## src/rtl/pow_rr_engine.sv

```systemverilog
// pow_rr_engine: shared base^exp engine, right-to-left square-and-multiply,
// one exponent bit per cycle, two requesters arbitrated round-robin.
// Ports: clk, resetn (async active-low); req0/req1 valid/ready/base/exp;
//        rsp_valid/rsp_ready/rsp_id/rsp_result/rsp_ovf; busy.
// Build option: POW_SAT_EN saturates rsp_result to all ones on overflow.
module pow_rr_engine #(
    parameter int BASE_W = 4,
    parameter int EXP_W  = 4,
    parameter int RES_W  = 32
) (
    input  logic              clk,
    input  logic              resetn,
    input  logic              req0_valid,
    output logic              req0_ready,
    input  logic [BASE_W-1:0] req0_base,
    input  logic [EXP_W-1:0]  req0_exp,
    input  logic              req1_valid,
    output logic              req1_ready,
    input  logic [BASE_W-1:0] req1_base,
    input  logic [EXP_W-1:0]  req1_exp,
    output logic              rsp_valid,
    input  logic              rsp_ready,
    output logic              rsp_id,
    output logic [RES_W-1:0]  rsp_result,
    output logic              rsp_ovf,
    output logic              busy
);

    localparam logic [1:0] IDLE = 2'd0;
    localparam logic [1:0] STEP = 2'd1;
    localparam logic [1:0] DONE = 2'd2;

    logic [1:0]         state;
    logic [RES_W-1:0]   acc;
    logic [RES_W-1:0]   b;
    logic [EXP_W-1:0]   e;
    logic               b_ovf;
    logic               ovf;
    logic               id;
    logic               last;
    logic               gnt;
    logic               any_req;
    logic               accept;
    logic [2*RES_W-1:0] mul_acc;
    logic [2*RES_W-1:0] mul_sq;

    // Tie goes to the requester not served last.
    always_comb begin
        gnt = 1'b0;
        if (req0_valid && req1_valid)
            gnt = ~last;
        else
            gnt = req1_valid;
    end

    assign any_req    = req0_valid | req1_valid;
    assign req0_ready = (state == IDLE) && any_req && !gnt;
    assign req1_ready = (state == IDLE) && any_req && gnt;
    assign accept     = (state == IDLE) && any_req;

    assign mul_acc = {{RES_W{1'b0}}, acc} * {{RES_W{1'b0}}, b};
    assign mul_sq  = {{RES_W{1'b0}}, b} * {{RES_W{1'b0}}, b};

    always_ff @(posedge clk or negedge resetn) begin
        if (!resetn) begin
            state <= IDLE;
            acc   <= '0;
            b     <= '0;
            e     <= '0;
            b_ovf <= 1'b0;
            ovf   <= 1'b0;
            id    <= 1'b0;
            last  <= 1'b1;
        end else begin
            case (state)
                IDLE: begin
                    if (accept) begin
                        acc   <= RES_W'(1);
                        b     <= gnt ? RES_W'(req1_base) : RES_W'(req0_base);
                        e     <= gnt ? req1_exp : req0_exp;
                        b_ovf <= 1'b0;
                        ovf   <= 1'b0;
                        id    <= gnt;
                        state <= STEP;
                    end
                end
                STEP: begin
                    if (e != '0) begin
                        // A squared-base overflow only matters once it is
                        // actually folded into the accumulator.
                        if (e[0]) begin
                            acc <= mul_acc[RES_W-1:0];
                            ovf <= ovf | b_ovf
                                 | (mul_acc[2*RES_W-1:RES_W] != '0);
                        end
                        b     <= mul_sq[RES_W-1:0];
                        b_ovf <= b_ovf | (mul_sq[2*RES_W-1:RES_W] != '0);
                        e     <= e >> 1;
                    end else begin
                        last  <= id;
                        state <= DONE;
                    end
                end
                DONE: begin
                    if (rsp_ready)
                        state <= IDLE;
                end
                default: state <= IDLE;
            endcase
        end
    end

    assign rsp_valid = (state == DONE);
    assign rsp_id    = id;
    assign rsp_ovf   = ovf;
    assign busy      = (state != IDLE);

`ifdef POW_SAT_EN
    assign rsp_result = ovf ? {RES_W{1'b1}} : acc;
`else
    assign rsp_result = acc;
`endif

endmodule
```

## config.mk

```make
export PLATFORM = sky130hd
export DESIGN_NAME = pow_rr_engine
export DESIGN_NICKNAME = d
export VERILOG_FILES = /design/src/rtl/pow_rr_engine.sv
export SDC_FILE = /design/constraint.sdc
export NUM_CORES = 2
export LEC_CHECK = 0
export CORE_MARGIN = 8
export CORE_UTILIZATION = 60
export CTS_CLUSTER_DIAMETER = 120
export DETAILED_ROUTE_END_ITERATION = 6
export GPL_ROUTABILITY_DRIVEN = 0
export PLACE_DENSITY_LB_ADDON = 0.2
export SKIP_LAST_GASP = 1
export SLEW_MARGIN = 20
export SYNTH_ARGS = -nofsm -noshare
export SYNTH_HDL_FRONTEND = slang
export SYNTH_SLANG_ARGS = --single-unit
```

## constraint.sdc

```tcl
create_clock -name clk -period 19.01 [get_ports clk]
set_input_delay 2.8515 -clock clk [delete_from_list [all_inputs] [get_ports clk]]
set_output_delay 2.8515 -clock clk [all_outputs]
set_load 0.02 [all_outputs]
```

After elaboration in Yosys (flattened, before gate mapping)
Index checks and enable logic that the tools add are counted.

Bitwise operators: 6. Reduce and logical (&&, ||, !) cells: 16. Eq/ne operators: 7. Muxes and demuxes: 23. Multiply operators: 2.

Operators by type and width (number): 32-bit two-way mux (5); 32-bit by 32-bit multiplier with 64-bit output (2); 32-bit case mux with 2 select lines (2); 32-bit nonzero test (2); 4-bit two-way mux (4); 2-bit inequality test, second input constant (4); 4-bit case mux with 2 select lines (1); 2-bit two-way mux (3); 2-bit case mux with 3 select lines (1); 3-bit AND reduction (2); 1-bit two-way mux (5); 1-bit logical AND (4); 1-bit bitwise OR (4); 1-bit case mux with 2 select lines (2); 2-bit AND reduction (2); 4-bit AND reduction (1); 2-bit nonzero test (2); 4-bit nonzero test (1); 2-bit by 1-bit == test with 1-bit output, second input constant (1); 2-bit == test, second input constant (1); 2-bit logical NOT (1); 2-bit by 1-bit inequality test with 1-bit output, second input constant (1); 1-bit inverter (2); 1-bit logical NOT (1).

Logic and storage cells: 62. Output and inout bits: 38. Register bits after elaboration: 74. Input port bits: 21.

Depth between registers and ports, before layout
Depth after elaboration: 6. Gate-level depth with buffers: 34. Depth with buffers taken out: 31.

Worst setup path after synthesis
No wires, ideal clock.

Kind: reg2reg. Start point: register b[2]. End point: register b_ovf. Data arrival time: 8.203 ns. Cell stages (with the launch flop): 32. Path buffers: 4. Slack: 10.674 ns. Period minus slack after synthesis: 8.336 ns. Setup time: 0.133 ns. Required time: 18.877 ns. Path through: dfrtp_1 > clkbuf_1 > clkbuf_1 > buf_1 > nand2_1 > fa_1 > inv_1 > fa_1 > inv_1 > fa_1 > fa_1 > inv_1 > fa_1 > inv_1 > fa_1 > inv_1 > fa_1 > fa_1 > ha_1 > clkbuf_1 > nand4_1 > or3_1 > a211oi_1 > or3b_4 > a41o_4 > a21oi_1 > o31a_2 > xnor2_1 > a2111oi_0 > nand3_1 > nor4_1 > a31oi_1.

Cells in the longest elaborated chain, start to end: 5.

Ends and longest elaborated chain: start, declared (line 35) `logic [RES_W-1:0] b;`; start signal, assigned (line 79) `b <= gnt ? RES_W'(req1_base) : RES_W'(req0_base);`; start signal, assigned (line 96) `b <= mul_sq[RES_W-1:0];`; 32-bit by 32-bit multiplier with 64-bit output (line 62) `assign mul_sq = {{RES_W{1'b0}}, b} * {{RES_W{1'b0}}, b};`; 32-bit nonzero test (line 97) `b_ovf <= b_ovf | (mul_sq[2*RES_W-1:RES_W] != '0);`; 1-bit bitwise OR (line 97); 1-bit two-way mux (line 88) `if (e != '0) begin`; 1-bit case mux with 2 select lines (line 75) `case (state)`; end signal, assigned (line 97); end, declared (line 37) `logic b_ovf;`.

No other way between the ends. The select of a mux whose other input is x is not followed. A chain may end at the register's enable or synchronous reset.

Worst setup path in the final report
Start point: register b[16]. End point: register b_ovf.

Same word-level chain as after synthesis.

==> results.yml <==
run_status:
  status: "finished, violations left"
  failed_checks: "design-rule violations"
hold_path:
  hold_path.class: "flip-flop to flip-flop"
  hold_depth: 1
  hold_end: "rsp_result[8]"
  hold_start: "rsp_result[8]"
route:
  first_pass_iters: 7
  avgViaCountPerCell: 5.82
  drc: 12
  drt_first_iter_violations: 3669
  wl_um: 176000
  detail_route.wl_per_cell_um: 21.5
  drtAntennaViolNets: 0
  vias: 47700
finish:
  utilization_pct: 61.9
  nNetsFinal: 9035
  fill_cells: 9089
  fin_cells: 8191
  area_growth_pct: 2.67
  drive_gt1_share_pct: 2.63
global_route:
  grt_pass1_vias: 52500
  track_usage_pct: 30.2
  overflow: 0
  antenna_found_initial: 4
  grt_first_pass_wirelength_um: 287000
  grt_max_degree: 67
clocking:
  cts_resized: 0
  cts_setup_buffers: 0
  cts_tree: "built"
  clock-root-buffer: "clkbuf_16"
  numCtsBuffers: 9
  clock_sinks: 74
  htreeDepth: 3
  ctsHoldBuffers: 0
  clockBufferDepth: 2
  clk_pin_slew_worst_paths_ns: 0.08
  clk_latency_ns: 0.39
yosys:
  yosys_warnings: 0
  synth-simple-area-share_pct: 15.7
  synth_adder_area_share_pct: 62.4
  ys_seq_area_share_pct: 2.84
  synth.most_common_cell: "fa_1"
  synthMuxAreaShare_pct: 0.351
  syn_area_um2: 65300
  synth_top_family_by_area: "adder cells"
  async_reset_ff_share_pct: 100
  syn-num-nets: 9296
  synthCells: 7032
  ys_top_cells_by_count: "1689 x fa_1, 1534 x inv_1, 844 x and2_1, 836 x nand2_1, 554 x ha_1"
  yosysTopAreaCell: "fa_1"
  synth_area_leaders: "fa_1 52%, ha_1 11%, inv_1 8.8%"
  synth_top_cell_area_share_pct: 51.8
  synth_compound_area_share_pct: 5.77
  synth-edff-count: 0
  synth_flop_cell: "dfrtp_1"
  ys_types: 83
  synth-seq-cells: 74
  synth-xor-area-share_pct: 1.80
  syn_area_per_cell_um2: 9.29
timing:
  finClkSkew_ns: 0.0104
  setup_viol: 0
  rsz0062_at_grt: "false"
  max_slew_margin_pct: 25.4
  period_share_pct: 51.6
  slew_violations: 0
  tightest_slew_ns: 1.12
  setup_tns_ns: 0
  fmax_mhz: 102
  hold_viol: 0
  fin_crit_ns: 9.80
floorplanning:
  coreArea_um2: 108000
  placementRows: 121
  die_y_um: 346
  initial_core_util_pct: 60.3
  io_pins: 59
  dieArea_um2: 120000
  fp.dieW_um: 346
setup_path:
  cp-end-kind: "flip-flop"
  crit_arrival_ns: 10.06
  worstReg2RegStart: "b[16]"
  critical_path_class: "flip-flop to flip-flop"
  cp_max_fo: 61
  crit_path_start_kind: "flip-flop"
  worst_r2r_path_depth: 24
  r2r_end: "b_ovf"
  reg2reg_slack_ns: 9.21
  worstPathRequired_ns: 19.27
placement:
  hpwl_um: 136000
  portBuffers: 58
  dp.cells: 8174
flow_run:
  maxCapViolations: 0
## state kept, by name, indices dropped and copies added (netlist names)
signal,cells
b,32
last,1
b_ovf,1
e,4
rsp_id,1
rsp_result,32
rsp_ovf,1
state,2
## cell families (layout without fill, tap and decap cells)
logic type / after synthesis / in the layout
fa+ha+maj: 2243 / 2243
simple gates: 2030 / 2030
buf+inv: 1938 / 1682
compound gates: 591 / 591
xor+xnor: 134 / 134
flops: 74 / 74
mux: 22 / 22
other cells: 0 / 1
## how the worst max path moves through the flow
stage | from | endpoint | depth (start not counted)
floorplan | b[2] | b_ovf | 31
global placement | b[18] | b_ovf | 25
detailed placement | b[5] | rsp_ovf | 25
CTS | b[5] | rsp_ovf | 25
global route | b[8] | b_ovf | 26
finish | b[16] | b_ovf | 24
## worst max-delay path: stages, from the launching register on
cell,delay [ns]
dfrtp_2,0.34
buf_4,0.68
inv_1,0.54
nor2_1,0.43
fa_1,0.51
fa_1,0.55
inv_1,0.06
fa_1,0.51
fa_1,0.52
inv_1,0.06
fa_1,0.56
fa_1,0.43
fa_1,0.51
fa_1,0.42
ha_1,0.44
nand4_1,0.30
or4_1,0.47
o21ai_0,0.60
a311oi_1,0.30
xnor2_1,0.20
a211oi_1,0.25
o31ai_1,0.11
a211o_1,0.30
nor4_1,0.36
a31oi_1,0.13
## through the flow
stage / hold WS (ns) / cell area (µm²) / setup slack (ns)
floorplan: 0.473 / 65300 / 10.67
CTS: 0.500 / 67100 / 9.70
finish: 0.498 / 67100 / 9.21
global route: 0.503 / 67100 / 9.15
detailed placement: 0.482 / 66800 / 9.72
global placement: 0.480 / 66800 / 9.74
## cell usage in the layout (no fill, tap or decap), drive strengths merged, types with 19 or more instances in the layout
cell type,instances
buf,74
a21oi,162
fa,1689
ha,554
nand2,836
xnor2,71
dfrtp,73
nor3,27
o21a,21
inv,1535
a31oi,30
and2,845
nor2,121
nand2b,19
nand4,59
o21bai,27
o21ai,159
a21o,54
nand3,49
clkdlybuf4s50,57
xor2,63
## cell type report
class                   instances  area [µm²]  area share [%]
diodes                          1        2.50         0.00373
clock buffers                  10         239           0.356
clock inverters                 6        65.1          0.0970
inverters                    1535        5760            8.59
multi-input cells            5020       56200            83.8
flip-flops and latches         74        1900            2.83
well taps                    1414        1770            2.64
repair buffers                131        1130            1.68
## layer usage
layer,vias up,global-route usage (%),part of all wire [%]
met5,-,0,0.0096
met1,24600,39.7,39
met4,2,12.3,4.8
met2,2188,49.8,48
met3,533,5.41,8.7
li1,20400,-,-
Power is not shown: default switching activity piles up to over one toggle a cycle in this logic, so the estimate is an artifact.
